$ cat config.mk
export PLATFORM = sky130hd
export DESIGN_NAME = branch_predictor_btb_flat
export DESIGN_NICKNAME = d
export VERILOG_FILES = /design/src/rtl/branch_predictor_btb_if.sv /design/src/rtl/branch_predictor_btb.sv /design/src/flat_wrapper.sv
export SDC_FILE = /design/constraint.sdc
export NUM_CORES = 1
export LEC_CHECK = 0
export ABC_CLOCK_PERIOD_IN_PS = 14900
export CAP_MARGIN = 10
export CORE_UTILIZATION = 30
export CTS_BUF_LIST = sky130_fd_sc_hd__clkbuf_4
export DETAILED_ROUTE_END_ITERATION = 8
export SLEW_MARGIN = 40
export SYNTH_ARGS = -nofsm -noshare
export SYNTH_HDL_FRONTEND = slang
export SYNTH_SLANG_ARGS = --single-unit
$ cat constraint.sdc
create_clock -name clk -period 14.9 [get_ports clk]
set_clock_uncertainty 0.15 [all_clocks]
set_input_delay 2.98 -clock clk [delete_from_list [all_inputs] [get_ports clk]]
set_output_delay 2.98 -clock clk [all_outputs]
set_load 0.01 [all_outputs]
$ cat src/rtl/branch_predictor_btb_if.sv
// Fetch-lookup and execute-update bundle between the pipeline and the BTB.
// The pipeline is the master; the predictor is the slave.
interface branch_predictor_btb_if #(
    parameter int XLEN = 32
);
    logic [XLEN-1:0] pcF;
    logic            pred_hitF;
    logic            pred_takenF;
    logic [XLEN-1:0] pred_pcF;
    logic            flush_all;
    logic            upd_valid;
    logic [XLEN-1:0] upd_pc;
    logic            upd_is_jump;
    logic            upd_taken;
    logic [XLEN-1:0] upd_target;
    logic            upd_pred_taken;
    logic [XLEN-1:0] upd_pred_target;
    logic            upd_mispredict;
    logic [31:0]     hit_cnt;
    logic [31:0]     mispred_cnt;

    modport master (
        output pcF, flush_all, upd_valid, upd_pc, upd_is_jump, upd_taken,
               upd_target, upd_pred_taken, upd_pred_target,
        input  pred_hitF, pred_takenF, pred_pcF, upd_mispredict, hit_cnt, mispred_cnt
    );

    modport slave (
        input  pcF, flush_all, upd_valid, upd_pc, upd_is_jump, upd_taken,
               upd_target, upd_pred_taken, upd_pred_target,
        output pred_hitF, pred_takenF, pred_pcF, upd_mispredict, hit_cnt, mispred_cnt
    );
endinterface

$ cat src/rtl/branch_predictor_btb.sv
// Direct-mapped branch target buffer with saturating direction counters.
// Zero-latency lookup in F; trained from resolved control transfers in E.
module branch_predictor_btb #(
    parameter int XLEN     = 32,
    parameter int ENTRIES  = 16,
    parameter int CTR_BITS = 2
) (
    input  logic                         clk,
    input  logic                         reset_n,
    branch_predictor_btb_if.slave        bus
);
    localparam int IDXW = $clog2(ENTRIES);
    localparam int TAGW = XLEN - IDXW - 2;
    localparam logic [CTR_BITS-1:0] CTR_MAX  = '1;
    localparam logic [CTR_BITS-1:0] CTR_WEAK = CTR_BITS'(1) << (CTR_BITS - 1);

    logic [ENTRIES-1:0]  valid_q;
    logic [CTR_BITS-1:0] ctr_q    [ENTRIES];
    logic [TAGW-1:0]     tag_q    [ENTRIES];
    logic [XLEN-1:0]     target_q [ENTRIES];
    logic [31:0]         hit_cnt_q;
    logic [31:0]         mispred_cnt_q;

    logic [IDXW-1:0]     lidx, uidx;
    logic [TAGW-1:0]     ltag, utag;
    logic                lhit, uhit, mispredict;
    logic [CTR_BITS-1:0] ctr_upd;

    assign lidx = bus.pcF[IDXW+1:2];
    assign ltag = bus.pcF[XLEN-1:IDXW+2];
    assign uidx = bus.upd_pc[IDXW+1:2];
    assign utag = bus.upd_pc[XLEN-1:IDXW+2];

    // Lookup reads the array directly, so a same-cycle update is not visible yet.
    assign lhit = valid_q[lidx] && (tag_q[lidx] == ltag);
    assign uhit = valid_q[uidx] && (tag_q[uidx] == utag);

    assign bus.pred_hitF   = lhit;
    assign bus.pred_takenF = lhit && ctr_q[lidx][CTR_BITS-1];
    assign bus.pred_pcF    = bus.pred_takenF ? target_q[lidx] : bus.pcF + XLEN'(4);

    assign mispredict = bus.upd_valid &&
                        ((bus.upd_pred_taken != bus.upd_taken) ||
                         (bus.upd_taken && (bus.upd_pred_target != bus.upd_target)));
    assign bus.upd_mispredict = mispredict;
    assign bus.hit_cnt        = hit_cnt_q;
    assign bus.mispred_cnt    = mispred_cnt_q;

    // NOTE: ctr_upd gets a default before any branch so no latch is inferred.
    always_comb begin
        ctr_upd = ctr_q[uidx];
        if (bus.upd_is_jump) begin
            ctr_upd = CTR_MAX;
        end else if (bus.upd_taken) begin
            if (ctr_q[uidx] != CTR_MAX) ctr_upd = ctr_q[uidx] + CTR_BITS'(1);
        end else if (ctr_q[uidx] != '0) begin
            ctr_upd = ctr_q[uidx] - CTR_BITS'(1);
        end
    end

    // NOTE: state uses non-blocking assignments so every reader sees pre-edge values.
    always_ff @(posedge clk or negedge reset_n) begin
        if (!reset_n) begin
            valid_q       <= '0;
            hit_cnt_q     <= '0;
            mispred_cnt_q <= '0;
            for (int i = 0; i < ENTRIES; i++) ctr_q[i] <= '0;
        end else begin
            hit_cnt_q     <= hit_cnt_q + 32'(lhit);
            mispred_cnt_q <= mispred_cnt_q + 32'(mispredict);
            if (bus.flush_all) begin
                valid_q <= '0;
            end else if (bus.upd_valid) begin
                if (uhit) begin
                    ctr_q[uidx] <= ctr_upd;
                end else if (bus.upd_taken || bus.upd_is_jump) begin
                    valid_q[uidx] <= 1'b1;
                    ctr_q[uidx]   <= bus.upd_is_jump ? CTR_MAX : CTR_WEAK;
                end
            end
        end
    end

    // NOTE: tag/target storage has no reset; valid bits alone gate their use.
    always_ff @(posedge clk) begin
        if (!bus.flush_all && bus.upd_valid && (bus.upd_taken || bus.upd_is_jump)) begin
            tag_q[uidx]    <= utag;
            target_q[uidx] <= bus.upd_target;
        end
    end
endmodule
$ cat src/flat_wrapper.sv
// flat-port wrapper written by rule: the top's interface ports become plain ports
module branch_predictor_btb_flat 
#(
    parameter int XLEN     = 32,
    parameter int ENTRIES  = 16,
    parameter int CTR_BITS = 2
)
  (clk, reset_n, bus_pcF, bus_flush_all, bus_upd_valid, bus_upd_pc, bus_upd_is_jump, bus_upd_taken, bus_upd_target, bus_upd_pred_taken, bus_upd_pred_target, bus_pred_hitF, bus_pred_takenF, bus_pred_pcF, bus_upd_mispredict, bus_hit_cnt, bus_mispred_cnt);
  branch_predictor_btb_if #(.XLEN(XLEN)) bus_i ();
  input  logic clk;
  input  logic reset_n;
  input wire logic [$bits(bus_i.pcF)-1:0] bus_pcF;
  input wire logic [$bits(bus_i.flush_all)-1:0] bus_flush_all;
  input wire logic [$bits(bus_i.upd_valid)-1:0] bus_upd_valid;
  input wire logic [$bits(bus_i.upd_pc)-1:0] bus_upd_pc;
  input wire logic [$bits(bus_i.upd_is_jump)-1:0] bus_upd_is_jump;
  input wire logic [$bits(bus_i.upd_taken)-1:0] bus_upd_taken;
  input wire logic [$bits(bus_i.upd_target)-1:0] bus_upd_target;
  input wire logic [$bits(bus_i.upd_pred_taken)-1:0] bus_upd_pred_taken;
  input wire logic [$bits(bus_i.upd_pred_target)-1:0] bus_upd_pred_target;
  output wire logic [$bits(bus_i.pred_hitF)-1:0] bus_pred_hitF;
  output wire logic [$bits(bus_i.pred_takenF)-1:0] bus_pred_takenF;
  output wire logic [$bits(bus_i.pred_pcF)-1:0] bus_pred_pcF;
  output wire logic [$bits(bus_i.upd_mispredict)-1:0] bus_upd_mispredict;
  output wire logic [$bits(bus_i.hit_cnt)-1:0] bus_hit_cnt;
  output wire logic [$bits(bus_i.mispred_cnt)-1:0] bus_mispred_cnt;
  assign bus_i.pcF = bus_pcF;
  assign bus_i.flush_all = bus_flush_all;
  assign bus_i.upd_valid = bus_upd_valid;
  assign bus_i.upd_pc = bus_upd_pc;
  assign bus_i.upd_is_jump = bus_upd_is_jump;
  assign bus_i.upd_taken = bus_upd_taken;
  assign bus_i.upd_target = bus_upd_target;
  assign bus_i.upd_pred_taken = bus_upd_pred_taken;
  assign bus_i.upd_pred_target = bus_upd_pred_target;
  assign bus_pred_hitF = bus_i.pred_hitF;
  assign bus_pred_takenF = bus_i.pred_takenF;
  assign bus_pred_pcF = bus_i.pred_pcF;
  assign bus_upd_mispredict = bus_i.upd_mispredict;
  assign bus_hit_cnt = bus_i.hit_cnt;
  assign bus_mispred_cnt = bus_i.mispred_cnt;
  branch_predictor_btb #(.XLEN(XLEN), .ENTRIES(ENTRIES), .CTR_BITS(CTR_BITS)) u_core (.clk(clk), .reset_n(reset_n), .bus(bus_i));
endmodule
# After elaboration in Yosys (flattened, before gate mapping)
# Memory sizes are Yosys's and may differ from the RTL's.
# Cells that the tools add are included.
[word_totals]
register_bits = 112
ram_bits = 928
input_bits = 135
output_inout_bits = 99
wordCells = 90
memories = 2
[op_classes]
n_addsub = 5
n_lt_le_gt_ge = 6
n_eq_ne = 6
n_mux = 30
bitwise_logic = 4
reduce_logical = 18
[mem_list]
columns = ["name", "words", "width", "rd", "rd_ports_with_merged_regs", "write_ports", "line", "rtl"]
rows = [
  ["u_core.target_q", 16, 32, 1, 0, 1, "branch_predictor_btb.sv:20", "logic [XLEN-1:0] target_q [ENTRIES];"],
  ["u_core.tag_q", 16, 26, 2, 0, 1, "branch_predictor_btb.sv:19", "logic [TAGW-1:0] tag_q [ENTRIES];"],
]
[op_table]
columns = ["operator", "n"]
rows = [
  ["$mux W32", 3],
  ["$add A32 B1 Y32", 2],
  ["$bwmux W32", 2],
  ["$mux W16", 4],
  ["$eq A26 B26 Y1", 2],
  ["$add A32 B3 Y32 const B", 1],
  ["$ne A32 B32 Y1", 1],
  ["$mux W2", 9],
  ["$bmux W2 S4", 2],
  ["$or A16 B16 Y16", 1],
  ["$ge A5 B5 Y1 const B", 2],
  ["$lt A4 B5 Y1 const B", 2],
  ["$not A4 Y5", 2],
  ["$logic_and A1 B1 Y1", 9],
  ["$bmux W1 S4", 2],
  ["$demux W2 S4", 1],
  ["$reduce_bool A2 Y1", 4],
  ["$mux W1", 6],
  ["$reduce_and A3 Y1", 2],
  ["$lt A5 B1 Y1 const B", 1],
  ["$demux W1 S4", 1],
  ["$ge A4 B1 Y1 const B", 1],
  ["$ne A2 B2 Y1 const B", 2],
  ["$add A2 B1 Y2 const B", 1],
  ["other kinds (5)", 6],
]

# Logic depth before layout (Yosys ltp)
# Gate-level depths: netlist of run 1.
[depth]
word_depth = 10
ltp_mapped = 20
mapped_depth_nobuf = 17

# Worst setup path before layout of run 1
# OpenSTA, ideal clock, no wires.
[synth_path]
kind = "input to output"
from = "input bus_pcF[2]"
to = "output bus_pred_pcF[27]"
arrival_time_ps = 6473
path_slack_ps = 5297
stages = 14
cell_sequence = "buf_2 buf_2 buf_2 mux4_2 mux2i_1 mux2i_1 xor2_1 a2111oi_0 nand4_1 nor3_2 and2_1 buf_2 buf_2 mux2_2"
[synth_via]
elab_cells_between_ends = 13
[synth_lines]
columns = ["item", "line", "rtl"]
rows = [
  ["start: declaration", "flat_wrapper.sv:12", "input wire logic [$bits(bus_i.pcF)-1:0] bus_pcF;"],
  ["$mem_v2 Z16 W26 or $bmux W1 S4 (tied branches)", "n/a", ""],
  ["$eq A26 B26 Y1 or $mux W1 (tied branches)", "branch_predictor_btb.sv:35", "assign lhit = valid_q[lidx] && (tag_q[lidx] == ltag);"],
  ["$logic_and A1 B1 Y1 (*)", "branch_predictor_btb.sv:35", ""],
  ["named net bus_pred_hitF", "flat_wrapper.sv:21", "output wire logic [$bits(bus_i.pred_hitF)-1:0] bus_pred_hitF;"],
  ["$logic_and A1 B1 Y1 (*)", "branch_predictor_btb.sv:39", "assign bus.pred_takenF = lhit && ctr_q[lidx][CTR_BITS-1];"],
  ["named net bus_pred_takenF", "flat_wrapper.sv:22", "output wire logic [$bits(bus_i.pred_takenF)-1:0] bus_pred_takenF;"],
  ["$mux W32 (*)", "branch_predictor_btb.sv:40", "assign bus.pred_pcF = bus.pred_takenF ? target_q[lidx] : bus.pcF + XLEN'(4);"],
  ["end: declaration", "flat_wrapper.sv:23", "output wire logic [$bits(bus_i.pred_pcF)-1:0] bus_pred_pcF;"],
]
# The timed path passes the listed nets; every way through them passes the cells marked *. The select of a mux whose other input is x is not followed.

# Worst setup path after layout of run 1
[layout_path]
from = "input bus_pcF[2]"
to = "output bus_pred_pcF[3]"
[layout_via]
elab_chain_cells = 6
elab_cells_between_ends = 13
[layout_rtl]
columns = ["item", "line"]
rows = [
  ["parallel branches: the longest is 5 deep, another holds $mem_v2 Z16 W26", "n/a"],
  ["$mux W32 (*)", "branch_predictor_btb.sv:40"],
]
# Every way passes the cells marked *. The select of a mux whose other input is x is not followed.

==> results of run 1 <==
-- sequential cells by signal, summed over array words and instances, names as in the netlist --
signal                  count
u_core.valid_q             16
u_core.tag_q              416
u_core.target_q           512
u_core.bus.mispred_cnt     32
u_core.ctr_q               32
u_core.bus.hit_cnt         32
-- cell usage in the layout (no fill, tap or decap), types with 4 or more instances in the layout --
cell and count:
sky130_fd_sc_hd__a211oi_1 8, sky130_fd_sc_hd__a21oi_1 29, sky130_fd_sc_hd__a22o_1 4, sky130_fd_sc_hd__a22oi_1 21, sky130_fd_sc_hd__a31oi_1 18, sky130_fd_sc_hd__and3_1 30
sky130_fd_sc_hd__and4_1 10, sky130_fd_sc_hd__buf_16 6, sky130_fd_sc_hd__buf_4 54, sky130_fd_sc_hd__buf_6 7, sky130_fd_sc_hd__clkbuf_4 414, sky130_fd_sc_hd__clkdlybuf4s50_1 222
sky130_fd_sc_hd__clkinv_1 59, sky130_fd_sc_hd__clkinv_2 14, sky130_fd_sc_hd__dfrtp_1 112, sky130_fd_sc_hd__diode_2 4, sky130_fd_sc_hd__edfxtp_1 928, sky130_fd_sc_hd__ha_1 5
sky130_fd_sc_hd__inv_1 17, sky130_fd_sc_hd__inv_2 5, sky130_fd_sc_hd__mux2_2 62, sky130_fd_sc_hd__mux2i_1 165, sky130_fd_sc_hd__mux4_2 364, sky130_fd_sc_hd__nand2_1 68
sky130_fd_sc_hd__nand3_1 48, sky130_fd_sc_hd__nand4_1 12, sky130_fd_sc_hd__nor2_1 55, sky130_fd_sc_hd__nor2_4 13, sky130_fd_sc_hd__nor2b_1 12, sky130_fd_sc_hd__nor3_1 6
sky130_fd_sc_hd__nor4_1 10, sky130_fd_sc_hd__o21ai_0 18, sky130_fd_sc_hd__xnor2_1 105, sky130_fd_sc_hd__xor2_1 71
-- kinds of logic (layout without fill, tap and decap cells) --
logic type / after synthesis / in the layout / share of synthesized area [%]
AO/OA/AOI/OAI: 132 / 132 / 1.96
XOR/XNOR: 179 / 179 / 3.41
adder cells (fa/ha/maj): 7 / 7 / 0.180
buffers and inverters: 152 / 808 / 1.60
flip-flops: 1040 / 1040 / 66.8
multiplexers: 591 / 591 / 23.0
other: 0 / 4 / 0
AND/OR/NAND/NOR: 287 / 287 / 3.11
-- layout make-up --
type | instances | area (sq um) | area share, %
multi-input cells | 1196 | 14700 | 26.9
diodes | 4 | 10.0 | 0.0184
flip-flops and latches | 1040 | 30700 | 56.3
clock buffers | 414 | 3110 | 5.71
clock inverters | 81 | 400 | 0.735
repair buffers | 296 | 2980 | 5.47
well taps | 2030 | 2540 | 4.67
inverters | 17 | 63.8 | 0.117
-- critical path: stages --
cell and delay, ns:
sky130_fd_sc_hd__buf_8 0.24, sky130_fd_sc_hd__buf_16 0.33, sky130_fd_sc_hd__mux4_2 0.56, sky130_fd_sc_hd__mux2i_1 0.15
sky130_fd_sc_hd__mux2i_1 0.23, sky130_fd_sc_hd__xor2_1 0.25, sky130_fd_sc_hd__a2111oi_1 0.86, sky130_fd_sc_hd__nand4_1 0.39
sky130_fd_sc_hd__nor3_2 0.69, sky130_fd_sc_hd__and2_4 0.68, sky130_fd_sc_hd__mux2_2 0.49, sky130_fd_sc_hd__clkdlybuf4s50_1 0.51
-- report_power, final --
| group | leakage [nW] | internal [mW] | switching, mW |
|---|---|---|---|
| clock | 2.12 | 1.33 | 1.19 |
| combinational | 6.27 | 0.249 | 0.300 |
| sequential | 9.86 | 3.23 | 0.0289 |
-- metrics by stage --
step / utilization, % / area [sq um] / hold WS, ns
floorplan: - / 45900 / 0.323
global placement: 33.4 / 50700 / 0.311
detailed placement: 33.5 / 50800 / 0.318
CTS: 35.8 / 54300 / 0.326
global route: 35.8 / 54400 / 0.362
finish: 35.8 / 54400 / 0.327
-- how the worst max path moves through the flow --
| stage | end | slack, ns | cells past startpoint |
|---|---|---|---|
| after floorplan | bus_pred_pcF[27] | 5.30 | 14 |
| after global placement | bus_pred_pcF[23] | 2.80 | 11 |
| after detailed placement | bus_pred_pcF[23] | 3.18 | 12 |
| after CTS | bus_pred_pcF[23] | 3.17 | 12 |
| after global routing | bus_pred_pcF[3] | 3.14 | 12 |
| final | bus_pred_pcF[3] | 3.22 | 12 |
-- metal layers --
layer | track usage, % | vias to the layer above | wire length [um]
li1 | - | 10967 | -
met1 | 23.3 | 13776 | 55900
met2 | 27.2 | 1190 | 64000
met3 | 5.44 | 253 | 12000
met4 | 5.62 | 26 | 3490
met5 | 0 | - | 194
==> tab_implementation.tex, run 1 <==
\begin{tabular}{lr}
\hline
Metric & Value \\
\hline
\multicolumn{2}{l}{\textbf{Status}} \\
\quad Result of the run & completed \\
\multicolumn{2}{l}{\textbf{Worst hold path}} \\
\quad Hold Path Stages & 1 \\
\quad Startpoint of the tightest hold check path & u\_core.bus.mispred\_cnt[31]\$\_DFF\_PN0\_ \\
\quad Class of the worst hold path & flip-flop to flip-flop \\
\quad Destination of the worst hold path & u\_core.bus.mispred\_cnt[31]\$\_DFF\_PN0\_ \\
\multicolumn{2}{l}{\textbf{Setup path}} \\
\quad Register-to-Register Setup Slack & 8.99 ns \\
\quad Number of cells on the worst reg-to-reg path & 17 \\
\quad Launching element type of the critical path & primary input \\
\quad Required arrival time at the worst endpoint & 11.77 ns \\
\quad Max FO, Critical Path & 40 \\
\quad Startpoint of the most critical register-to-register path & u\_core.tag\_q[9][20]\$\_DFFE\_PP\_ \\
\quad Start point of the critical path & bus\_pcF[2] \\
\quad Critical Path End Type & output pin \\
\quad Crit path arrival time & 8.55 ns \\
\quad Reg2reg end & u\_core.bus.hit\_cnt[28]\$\_DFF\_PN0\_ \\
\quad Worst Setup Path Type & primary input to output pin \\
\multicolumn{2}{l}{\textbf{Yosys}} \\
\quad Post-synth top cells & sky130\_fd\_sc\_hd\_\_edfxtp\_1, sky130\_fd\_sc\_hd\_\_mux4\_2, sky130\_fd\_sc\_hd\_\_mux2i\_1 \\
\quad Syn\_area\_per\_cell & 19.2 sq um \\
\quad Ys flop type & sky130\_fd\_sc\_hd\_\_edfxtp\_1 \\
\quad Most frequently used cell type in the post-synthesis netlist & sky130\_fd\_sc\_hd\_\_edfxtp\_1 \\
\quad Number of synthesized register bits & 1,040 \\
\quad Library cell with the largest summed area after synthesis & sky130\_fd\_sc\_hd\_\_edfxtp\_1 \\
\quad Number of synthesis warnings & 0 \\
\quad Sequential area share after synthesis & 66.8\% \\
\quad Count of distinct cell types in the synthesized netlist & 60 \\
\quad Number of flops mapped to enable cells by yosys & 928 \\
\quad FFs w/ async S/R, synth & 10.8\% \\
\quad Area fraction of the dominant cell type after synthesis & 60.7\% \\
\quad Mapped cell area & 45,900 sq um \\
\quad Cells after Synth & 2,388 \\
\quad Synth area leaders & sky130\_fd\_sc\_hd\_\_edfxtp\_1, sky130\_fd\_sc\_hd\_\_mux4\_2, sky130\_fd\_sc\_hd\_\_dfrtp\_1 \\
\quad Post-Synthesis Net Count & 2,528 \\
\multicolumn{2}{l}{\textbf{STA}} \\
\quad Period minus WS final & 11.68 ns \\
\quad RSZ-0062 raised after global routing & no \\
\quad Maximum clock frequency & 85.6 MHz \\
\quad Rel. slew slack & 39.1\% \\
\quad Period Utilization, post-route & 78.4\% \\
\quad Measured slew at the worst slew-check pin & 0.911 ns \\
\quad Number of setup violations in the final report & 0 \\
\quad Number of max-slew violations in the final report & 0 \\
\quad Final Hold Fails & 0 \\
\quad Sum of negative setup slack & 0 ns \\
\quad Final WS setup & 3.22 ns \\
\multicolumn{2}{l}{\textbf{Clock tree}} \\
\quad Buffer count from post-CTS setup fixing & 0 \\
\quad Post-CTS resize count & 0 \\
\quad CTS buffer count & 298 \\
\quad Clock slew at reported path FFs & 0.06 ns \\
\quad Sink count of the clock tree & 1,040 \\
\quad Hold-fix buffers at CTS & 0 \\
\quad Clock tree from TritonCTS & yes \\
\quad Source-to-sink clock delay at the later pin of the worst-skew pair & 1.26 ns \\
\quad Clock root buffer master & sky130\_fd\_sc\_hd\_\_clkbuf\_4 \\
\quad Total number of H-tree levels & 5 \\
\quad Maximum number of buffers from clock root to sink & 4 \\
\multicolumn{2}{l}{\textbf{Detailed routing}} \\
\quad Detailed-route via count & 26.2k \\
\quad Iteration-0 DRC Markers & 2,603 \\
\quad Per-cell via count in the routed design & 5.16 \\
\quad Residual antenna-violating net count after detailed routing & 0 \\
\quad WL per Instance & 26.7 um \\
\quad Routed wire length & 136,000 um \\
\quad DRC violation count after routing & 0 \\
\quad Drt first pass iters & 5 \\
\multicolumn{2}{l}{\textbf{Floorplan}} \\
\quad Total Die Area & 155,000 sq um \\
\quad I/O pin cnt & 234 \\
\quad Standard-cell rows & 143 \\
\quad Initial standard-cell utilization of the core & 30.2\% \\
\quad Chip width & 393 um \\
\quad DIE HEIGHT & 393 um \\
\quad Area inside the core boundary & 152,000 sq um \\
\multicolumn{2}{l}{\textbf{Global route}} \\
\quad Largest net degree at the start of global routing & 116 \\
\quad Wire length of the first global-routing pass & 192,000 um \\
\quad GRT Total Usage & 17.5\% \\
\quad Initial antenna violation count & 22 \\
\quad Overall overflow remaining after global route & 0 \\
\quad Vias in the first global route & 26.8k \\
\multicolumn{2}{l}{\textbf{Place}} \\
\quad Placed cells & 4,575 \\
\quad Global placer's final weighted congestion & 0.827 \\
\quad Worst-case setup slack after placement & 3.18 ns \\
\quad Count of port buffers added during placement & 231 \\
\quad HPWL Detailed & 81,700 um \\
\multicolumn{2}{l}{\textbf{Power}} \\
\quad Peak ir drop on the vdd network & 0.0000756 V \\
\quad Total power density per cell area & 116 nW/um\^{}2 \\
\quad Final Power & 6.33 mW \\
\quad Standby leakage power & 18.2 nW \\
\multicolumn{2}{l}{\textbf{Job}} \\
\quad Number of max-capacitance violations reported & 0 \\
\multicolumn{2}{l}{\textbf{Finish}} \\
\quad Area Overhead vs Synth & 18.5\% \\
\quad Share of final-layout standard cells stronger than drive strength 1 & 31.7\% \\
\quad Count of placed standard cells in the final layout, fillers left out & 5,078 \\
\quad Fin nets & 2,989 \\
\quad Fillcell total & 14.3k \\
\hline
\end{tabular}
Note: power is estimated with default switching activity, not from simulation.
==> run 2, diff against run 1 <==
- ABC_CLOCK_PERIOD_IN_PS: 14900 -> 10050
- clock period: 14.9 -> 10.05 ns (I/O delays scaled with it)
==> run 2 against run 1 <==
Effect of this change:
- sequential share of layout area shrank 0.13 points
- cell count is essentially flat
- core utilization grew 0.086 points
==> tab_implementation.tex, run 2 (synthesis results as in run 1) <==
\begin{tabular}{lr}
\hline
Metric & Value \\
\hline
\multicolumn{2}{l}{\textbf{Status}} \\
\quad Result of the run & completed \\
\multicolumn{2}{l}{\textbf{Detailed routing}} \\
\quad DRC violation count after routing & 0 (unchanged) \\
\quad Detailed-route via count & 26.3k (+0.48\%) \\
\quad Residual antenna-violating net count after detailed routing & 0 (unchanged) \\
\quad WL per Instance & 26.8 um (+0.27\%) \\
\quad Per-cell via count in the routed design & 5.18 (+0.44\%) \\
\quad Routed wire length & 136,000 um (+0.31\%) \\
\quad Iteration-0 DRC Markers & 2,626 (+0.88\%) \\
\quad Drt first pass iters & 7 (+2) \\
\multicolumn{2}{l}{\textbf{Clock tree}} \\
\quad Post-CTS resize count & 0 (unchanged) \\
\quad Maximum number of buffers from clock root to sink & 4 (unchanged) \\
\quad Clock root buffer master & sky130\_fd\_sc\_hd\_\_clkbuf\_4 \\
\quad CTS buffer count & 296 (-0.67\%) \\
\quad Hold-fix buffers at CTS & 0 (unchanged) \\
\quad Sink count of the clock tree & 1,040 (unchanged) \\
\quad Clock slew at reported path FFs & 0.05 ns (about the same) \\
\quad Clock tree from TritonCTS & yes \\
\quad Total number of H-tree levels & 5 (unchanged) \\
\quad Source-to-sink clock delay at the later pin of the worst-skew pair & 1.20 ns (-0.06 ns) \\
\quad Buffer count from post-CTS setup fixing & 0 (unchanged) \\
\multicolumn{2}{l}{\textbf{Global route}} \\
\quad Vias in the first global route & 27.1k (+0.92\%) \\
\quad Wire length of the first global-routing pass & 193,000 um (+0.46\%) \\
\quad Largest net degree at the start of global routing & 68 (-41\%) \\
\quad Initial antenna violation count & 19 (-14\%) \\
\quad GRT Total Usage & 17.6\% (+0.048 points) \\
\quad Overall overflow remaining after global route & 0 (unchanged) \\
\multicolumn{2}{l}{\textbf{Setup path}} \\
\quad Critical Path End Type & output pin \\
\quad Required arrival time at the worst endpoint & 7.89 ns (-3.88 ns) \\
\quad Launching element type of the critical path & primary input \\
\quad Number of cells on the worst reg-to-reg path & 19 (+2) \\
\quad Worst Setup Path Type & primary input to output pin \\
\quad Crit path arrival time & 6.97 ns (-1.58 ns) \\
\quad Max FO, Critical Path & 37 (-7.5\%) \\
\multicolumn{2}{l}{\textbf{Finish}} \\
\quad Area Overhead vs Synth & 18.8\% \\
\quad Fillcell total & 14.2k (-0.44\%) \\
\quad Fin nets & 2,994 (+0.17\%) \\
\quad Largest register FFs & 512 (unchanged) \\
\quad Commonest cells after routing, fill and taps aside & sky130\_fd\_sc\_hd\_\_edfxtp\_1, sky130\_fd\_sc\_hd\_\_clkbuf\_4, sky130\_fd\_sc\_hd\_\_mux4\_2, sky130\_fd\_sc\_hd\_\_clkdlybuf4s50\_1, sky130\_fd\_sc\_hd\_\_mux2i\_1 \\
\quad Leading registers by flop count & u\_core.target\_q: 512 flops, u\_core.tag\_q: 416 flops \\
\quad Total area of multi-input combinational cells & 14,700 sq um (+0.15\%) \\
\quad Leading cell type in the layout, fill and taps excluded & sky130\_fd\_sc\_hd\_\_edfxtp\_1 \\
\quad Most flop-heavy register & u\_core.target\_q \\
\quad Share of final-layout standard cells stronger than drive strength 1 & 32.1\% (+0.38 points) \\
\quad Total area of sequential cells & 30,700 sq um (unchanged) \\
\multicolumn{2}{l}{\textbf{Floorplan}} \\
\quad Initial standard-cell utilization of the core & 30.2\% (unchanged) \\
\quad Area inside the core boundary & 152,000 sq um (unchanged) \\
\quad Chip width & 393 um (unchanged) \\
\quad Total Die Area & 155,000 sq um (unchanged) \\
\quad I/O pin cnt & 234 (unchanged) \\
\quad Standard-cell rows & 143 (unchanged) \\
\quad DIE HEIGHT & 393 um (unchanged) \\
\multicolumn{2}{l}{\textbf{STA}} \\
\quad Period minus WS final & 9.13 ns \\
\quad Rel. slew slack & 43.0\% (+3.8 points) \\
\quad Measured slew at the worst slew-check pin & 0.854 ns (-0.0568 ns) \\
\quad Number of max-slew violations in the final report & 0 (unchanged) \\
\quad Maximum clock frequency & 109 MHz \\
\quad Final WS setup & 0.915 ns (-2.31 ns) \\
\quad Period Utilization, post-route & 90.9\% \\
\quad Final Hold Fails & 0 (unchanged) \\
\quad RSZ-0062 raised after global routing & no \\
\quad Sum of negative setup slack & 0 ns (unchanged) \\
\quad Number of setup violations in the final report & 0 (unchanged) \\
\multicolumn{2}{l}{\textbf{Worst hold path}} \\
\quad Class of the worst hold path & flip-flop to flip-flop \\
\quad Hold Path Stages & 1 (unchanged) \\
\multicolumn{2}{l}{\textbf{Place}} \\
\quad HPWL Detailed & 83,100 um (+1.7\%) \\
\quad Worst-case setup slack after placement & 1.06 ns (-2.12 ns) \\
\quad Count of port buffers added during placement & 231 (unchanged) \\
\quad Global placer's final weighted congestion & 0.817 (-1.2\%) \\
\multicolumn{2}{l}{\textbf{Power}} \\
\quad Standby leakage power & 18.3 nW (+0.23\%) \\
\quad Peak ir drop on the vdd network & 0.0000697 V (-7.7\%) \\
\quad Total power density per cell area & 172 nW/um\^{}2 (+48\%) \\
\multicolumn{2}{l}{\textbf{Job}} \\
\quad Number of max-capacitance violations reported & 0 (unchanged) \\
\hline
\end{tabular}
==> run 2: path summary, 6_finish.rpt <==
path | slack (ns) | endpoint | startpoint
worst max-delay path | 0.92 | bus_pred_pcF[3] | bus_pcF[2]
worst min-delay path | 0.33 | u_core.bus.mispred_cnt[31]$_DFF_PN0_ | u_core.bus.mispred_cnt[31]$_DFF_PN0_
worst max register to register | 4.31 | u_core.bus.hit_cnt[28]$_DFF_PN0_ | u_core.tag_q[6][20]$_DFFE_PP_
worst min register to register | 0.33 | u_core.bus.mispred_cnt[31]$_DFF_PN0_ | u_core.bus.mispred_cnt[31]$_DFF_PN0_
max in group asynchronous | 7.82 | u_core.bus.mispred_cnt[12]$_DFF_PN0_ | reset_n
min in group asynchronous | 0.77 | u_core.valid_q[7]$_DFFE_PN0P_ | reset_n
==> run 2: worst max-delay path, cell delays in order <==
cell                              delay (ns)
sky130_fd_sc_hd__buf_8                  0.33
sky130_fd_sc_hd__buf_4                  0.42
sky130_fd_sc_hd__mux4_2                 0.55
sky130_fd_sc_hd__mux2i_1                0.25
sky130_fd_sc_hd__mux2i_1                0.11
sky130_fd_sc_hd__a2111oi_1              0.77
sky130_fd_sc_hd__buf_4                  0.22
sky130_fd_sc_hd__nand4_1                0.25
sky130_fd_sc_hd__nor3_2                 0.39
sky130_fd_sc_hd__and2_2                 0.25
sky130_fd_sc_hd__buf_12                 0.26
sky130_fd_sc_hd__mux2_2                 0.38
sky130_fd_sc_hd__clkdlybuf4s50_1        0.62
==> run 2: power by group <==
group	switching, mW	total, mW	internal (mW)	leakage (nW)
Sequential	0.0438	4.83	4.79	9.86
Combinational	0.450	0.821	0.371	6.31
Clock	1.75	3.75	2.00	2.12
==> run 2: layer usage <==
metal  vias to the layer above  share of wire, %  wire length [um]  track usage (%)
met5                         -             0.084               114                0
met2                      1280                47             64100             27.2
met3                       234               9.5             12900             5.36
met4                        18               2.4              3320             5.85
li1                      10960                 -                 -                -
met1                     13847                41             55500             23.4
==> run 2: area by class of cell <==
| class | instances | area share, % |
|---|---|---|
| multi-input combinational | 1196 | 26.9 |
| clock inverter | 69 | 0.699 |
| tap | 2030 | 4.65 |
| antenna | 8 | 0.0367 |
| clock buffer | 417 | 5.74 |
| timing repair buffer | 303 | 5.64 |
| inverter | 17 | 0.117 |
| sequential | 1040 | 56.2 |
==> run 2: stage by stage <==
step	cells	hold slack, ns	utilization (%)	instance area (sq um)	power (mW)
global placement	4581	0.312	33.5	50900	5.73
global route	5079	0.338	35.9	54600	9.82
detailed placement	4585	0.315	33.6	51000	5.75
floorplan	2388	0.323	-	45900	5.37
finish	5080	0.329	35.9	54600	9.41
CTS	5071	0.325	35.9	54500	9.55
==> run 3, diff against run 2 <==
- ABC_AREA: default -> 1
- REMOVE_ABC_BUFFERS: default -> 1
==> run 3 against run 2 <==
Effect of this change:
- flip-flop and latch count stayed put
- sequential power about the same
- routed wire length increased by 21%
- hold slack lost 0.0095 ns
- via count increased by 49%
- global-route usage rose by 2.1 points
- cell count is 50% higher
- critical path depth increased by 5
- sequential share of layout area down 2.2 points
- setup slack improved by 0.57 ns
==> tab_implementation.tex, run 3 <==
\begin{tabular}{lr}
\hline
Metric & Value \\
\hline
\multicolumn{2}{l}{\textbf{Yosys}} \\
\quad Library cell with the largest summed area after synthesis & sky130\_fd\_sc\_hd\_\_edfxtp\_1 \\
\quad Mapped cell area & 48,800 sq um (+6.3\%) \\
\quad Simple logic cell fraction of the synthesized area & 17.8\% (+15 points) \\
\quad Ys flop type & sky130\_fd\_sc\_hd\_\_edfxtp\_1 \\
\quad Post-synth top cells & sky130\_fd\_sc\_hd\_\_nand2\_1, sky130\_fd\_sc\_hd\_\_edfxtp\_1, sky130\_fd\_sc\_hd\_\_o21ai\_0 \\
\quad Cells after Synth & 4,937 (+110\%) \\
\quad Synth area leaders & sky130\_fd\_sc\_hd\_\_edfxtp\_1, sky130\_fd\_sc\_hd\_\_nand2\_1, sky130\_fd\_sc\_hd\_\_o21ai\_0 \\
\quad Number of flops mapped to enable cells by yosys & 928 (unchanged) \\
\quad Most frequently used cell type in the post-synthesis netlist & sky130\_fd\_sc\_hd\_\_nand2\_1 \\
\quad Area fraction in compound gates after synthesis & 12.0\% (+10 points) \\
\quad Number of synthesis warnings & 0 (unchanged) \\
\quad Sequential area share after synthesis & 62.8\% (-3.9 points) \\
\quad Count of distinct cell types in the synthesized netlist & 49 (-18\%) \\
\quad Largest family of logic cells by synthesized area & simple AND/OR/NAND/NOR gates \\
\quad Post-synthesis mux area share & 0\% (-23 points) \\
\quad Syn\_area\_per\_cell & 9.89 sq um (-49\%) \\
\quad Area fraction of the dominant cell type after synthesis & 57.1\% (-3.6 points) \\
\quad Fraction of the mapped netlist area in adder cells & 0.128\% (-0.052 points) \\
\quad Number of synthesized register bits & 1,040 (unchanged) \\
\quad Share of the synthesized netlist area taken by xor and xnor gates & 2.01\% (-1.4 points) \\
\quad FFs w/ async S/R, synth & 10.8\% (unchanged) \\
\multicolumn{2}{l}{\textbf{Power}} \\
\quad Fraction of power consumed by sequential logic & 50.8\% (-0.6 points) \\
\quad Peak ir drop on the vdd network & 0.000138 V (+97\%) \\
\quad Switching Share & 26.1\% (+2.2 points) \\
\quad Portion of total power attributed to combinational logic & 10.0\% (+1.3 points) \\
\quad Clock network fraction of total power & 39.3\% (-0.6 points) \\
\quad Standby leakage power & 21.8 nW (+19\%) \\
\quad Total internal power & 7.04 mW (-1.6\%) \\
\quad Total power density per cell area & 168 nW/um\^{}2 (-2.7\%) \\
\quad Psw & 2.49 mW (+11\%) \\
\multicolumn{2}{l}{\textbf{STA}} \\
\quad Final hold slack & 0.320 ns (-0.00946 ns) \\
\quad Maximum clock frequency & 117 MHz (+6.7\%) \\
\quad Number of setup violations in the final report & 0 (unchanged) \\
\quad Rel. slew slack & 39.9\% (-3.1 points) \\
\quad Final Hold Fails & 0 (unchanged) \\
\quad Period minus WS final & 8.56 ns (-0.574 ns) \\
\quad Measured slew at the worst slew-check pin & 0.902 ns (+0.0481 ns) \\
\quad Number of max-slew violations in the final report & 0 (unchanged) \\
\quad RSZ-0062 raised after global routing & no \\
\quad Period Utilization, post-route & 85.2\% (-5.7 points) \\
\quad Sum of negative setup slack & 0 ns (unchanged) \\
\multicolumn{2}{l}{\textbf{Global route}} \\
\quad GRT Total Usage & 19.7\% (+2.1 points) \\
\quad Overall overflow remaining after global route & 0 (unchanged) \\
\quad Initial antenna violation count & 32 (+13) \\
\quad Wire length of the first global-routing pass & 239,000 um (+24\%) \\
\quad Largest net degree at the start of global routing & 140 (+110\%) \\
\quad Vias in the first global route & 37.1k (+37\%) \\
\multicolumn{2}{l}{\textbf{Clock tree}} \\
\quad Buffer count from post-CTS setup fixing & 0 (unchanged) \\
\quad Clock slew at reported path FFs & 0.06 ns (about the same) \\
\quad Hold-fix buffers at CTS & 0 (unchanged) \\
\quad Total number of H-tree levels & 5 (unchanged) \\
\quad Post-CTS resize count & 0 (unchanged) \\
\quad CTS buffer count & 296 (unchanged) \\
\quad Maximum number of buffers from clock root to sink & 4 (unchanged) \\
\quad Sink count of the clock tree & 1,040 (unchanged) \\
\quad Source-to-sink clock delay at the later pin of the worst-skew pair & 1.29 ns (+0.09 ns) \\
\quad Clock tree from TritonCTS & yes \\
\quad Clock root buffer master & sky130\_fd\_sc\_hd\_\_clkbuf\_4 \\
\multicolumn{2}{l}{\textbf{Place}} \\
\quad Total cell area at the placement stage & 53,300 sq um (+4.5\%) \\
\quad Global placer's final weighted congestion & 0.930 (+14\%) \\
\quad HPWL Detailed & 94,400 um (+14\%) \\
\quad Count of port buffers added during placement & 231 (unchanged) \\
\multicolumn{2}{l}{\textbf{Floorplan}} \\
\quad DIE HEIGHT & 405 um (+3.1\%) \\
\quad Area inside the core boundary & 161,000 sq um (+5.9\%) \\
\quad I/O pin cnt & 234 (unchanged) \\
\quad Initial standard-cell utilization of the core & 30.3\% (+0.089 points) \\
\quad Standard-cell rows & 147 (+2.8\%) \\
\quad Chip width & 405 um (+3.1\%) \\
\quad Total Die Area & 164,000 sq um (+6.2\%) \\
\multicolumn{2}{l}{\textbf{Status}} \\
\quad Result of the run & completed \\
\multicolumn{2}{l}{\textbf{Setup path}} \\
\quad List of cells traversed by the critical path & clkdlybuf4s50\_1 > clkinv\_2 > nor2\_4 > buf\_4 > nand2\_1 > nand2\_1 > clkinv\_1 > nand3\_1 > nand3\_1 > nor2\_1 > nand3\_1 > nor2\_4 > nand2\_4 > buf\_4 > nand2\_1 > nand2\_1 > inv\_1 > clkdlybuf4s50\_1 \\
\quad Crit path arrival time & 6.40 ns (-0.57 ns) \\
\quad Number of cells on the worst reg-to-reg path & 27 (+8) \\
\quad Buffers plus inverters on the worst setup path & 7 (+2) \\
\quad Critical Path End Type & output pin \\
\quad Startpoint of the most critical register-to-register path & u\_core.tag\_q[2][20]\$\_DFFE\_PP\_ \\
\quad Max stage delay cell, worst path & sky130\_fd\_sc\_hd\_\_clkdlybuf4s50\_1 \\
\quad Worst Setup Path Type & primary input to output pin \\
\quad Register-to-Register Setup Slack & 5.04 ns (+0.73 ns) \\
\quad Launching element type of the critical path & primary input \\
\quad Dominant delay contributor by cell family on the critical path & buffers and inverters \\
\quad Delay contributed by the slowest stage of the critical path & 0.87 ns (+0.10 ns) \\
\quad Max FO, Critical Path & 34 (-8.1\%) \\
\quad Reg2reg end & u\_core.bus.hit\_cnt[30]\$\_DFF\_PN0\_ \\
\quad Most Frequent Cell on Critical Path & sky130\_fd\_sc\_hd\_\_nand2\_1 \\
\quad Required arrival time at the worst endpoint & 7.89 ns (about the same) \\
\multicolumn{2}{l}{\textbf{Detailed routing}} \\
\quad WL per Instance & 21.6 um (-19\%) \\
\quad Per-cell via count in the routed design & 5.15 (-0.75\%) \\
\quad Iteration-0 DRC Markers & 4,219 (+61\%) \\
\quad Detailed-route via count & 39.2k (+49\%) \\
\quad Drt first pass iters & 8 (+1) \\
\quad Routed wire length & 165,000 um (+21\%) \\
\quad DRC violation count after routing & 0 (unchanged) \\
\quad Residual antenna-violating net count after detailed routing & 0 (unchanged) \\
\multicolumn{2}{l}{\textbf{Finish}} \\
\quad Most flop-heavy register & u\_core.target\_q \\
\quad Area Overhead vs Synth & 16.4\% \\
\quad Fin nets & 5,402 (+80\%) \\
\quad Util after Layout & 35.3\% (-0.61 points) \\
\quad Leading cell type in the layout, fill and taps excluded & sky130\_fd\_sc\_hd\_\_nand2\_1 \\
\quad Share of final-layout standard cells stronger than drive strength 1 & 10.8\% (-21 points) \\
\quad Cell area after layout & 56,800 sq um (+4.1\%) \\
\quad Commonest cells after routing, fill and taps aside & sky130\_fd\_sc\_hd\_\_nand2\_1, sky130\_fd\_sc\_hd\_\_edfxtp\_1, sky130\_fd\_sc\_hd\_\_o21ai\_0, sky130\_fd\_sc\_hd\_\_nor2\_1, sky130\_fd\_sc\_hd\_\_clkbuf\_4 \\
\quad Largest register FFs & 512 (unchanged) \\
\quad Leading registers by flop count & u\_core.target\_q: 512 flops, u\_core.tag\_q: 416 flops \\
\multicolumn{2}{l}{\textbf{Worst hold path}} \\
\quad Hold Path Stages & 1 (unchanged) \\
\quad Class of the worst hold path & flip-flop to flip-flop \\
\quad Startpoint of the tightest hold check path & u\_core.bus.hit\_cnt[31]\$\_DFF\_PN0\_ \\
\quad Destination of the worst hold path & u\_core.bus.hit\_cnt[31]\$\_DFF\_PN0\_ \\
\multicolumn{2}{l}{\textbf{Job}} \\
\quad Number of max-capacitance violations reported & 0 (unchanged) \\
\hline
\end{tabular}
-- run 3: worst max-delay path by stage --
stage	start	to	slack [ns]	cells past startpoint
5_1_grt	bus_pcF[5]	bus_pred_pcF[9]	1.31	20
3_3_place_gp	bus_pcF[5]	bus_pred_pcF[19]	1.44	15
2_1_floorplan	bus_pcF[2]	bus_pred_pcF[31]	-0.32	9
4_1_cts	bus_pcF[5]	bus_pred_pcF[19]	1.46	15
6_report	bus_pcF[5]	bus_pred_pcF[9]	1.49	18
3_5_place_dp	bus_pcF[5]	bus_pred_pcF[19]	1.47	15
-- run 3: final cells by class --
| type | instances | area [sq um] |
|---|---|---|
| Fill cell | 16189 | 104000 |
| Sequential cell | 1040 | 30700 |
| Multi-Input combinational cell | 3311 | 15700 |
| Clock buffer | 427 | 3210 |
| Timing Repair Buffer | 316 | 3130 |
| Tap cell | 2160 | 2700 |
| Inverter | 297 | 1140 |
| Clock inverter | 54 | 233 |
| Antenna cell | 17 | 42.5 |
-- run 3: worst reg2reg max path: cells and delay by family, from the launching register on --
kind            cells  cell delay (ns)
simple gates       22             3.29
fa+ha+maj           2             0.43
flops               1             0.40
buf+inv             1             0.30
xor+xnor            1             0.14
compound gates      1             0.10
-- run 3: cells by family (layout without fill, tap and decap cells) --
kind of cell	after synthesis	after routing
and+or+nand+nor	2159	2159
DFF	1040	1040
AOI/OAI and AO/OA	1035	1035
buffers and inverters	586	1094
xor gates and xnor gates	112	112
adders and majority gates	5	5
other	0	17
-- run 3: power by group through the flow --
| stage | registers [mW] | clock network (mW) | logic (mW) |
|---|---|---|---|
| global placement | 4.92 | 0 | 0.924 |
| finish | 4.84 | 3.74 | 0.949 |
| detailed placement | 4.93 | 0 | 0.936 |
| floorplan | 4.93 | 0 | 0.446 |
| CTS | 4.84 | 3.82 | 0.939 |
| global route | 4.84 | 4.06 | 1.03 |
-- run 3: per-layer routing --
metal	global-route usage, %	part of all wire [%]
met1	25.8	40
met4	9.12	3.8
met5	0	0.096
met3	4.90	11
met2	30.4	45
-- run 3: through the flow --
step / cells / total power, mW / worst slack (ns)
finish: 7622 / 9.53 / 1.49
global route: 7612 / 9.93 / 1.31
CTS: 7603 / 9.60 / 1.46
detailed placement: 7122 / 5.86 / 1.47
global placement: 7120 / 5.85 / 1.44
floorplan: 4648 / 5.37 / -0.323
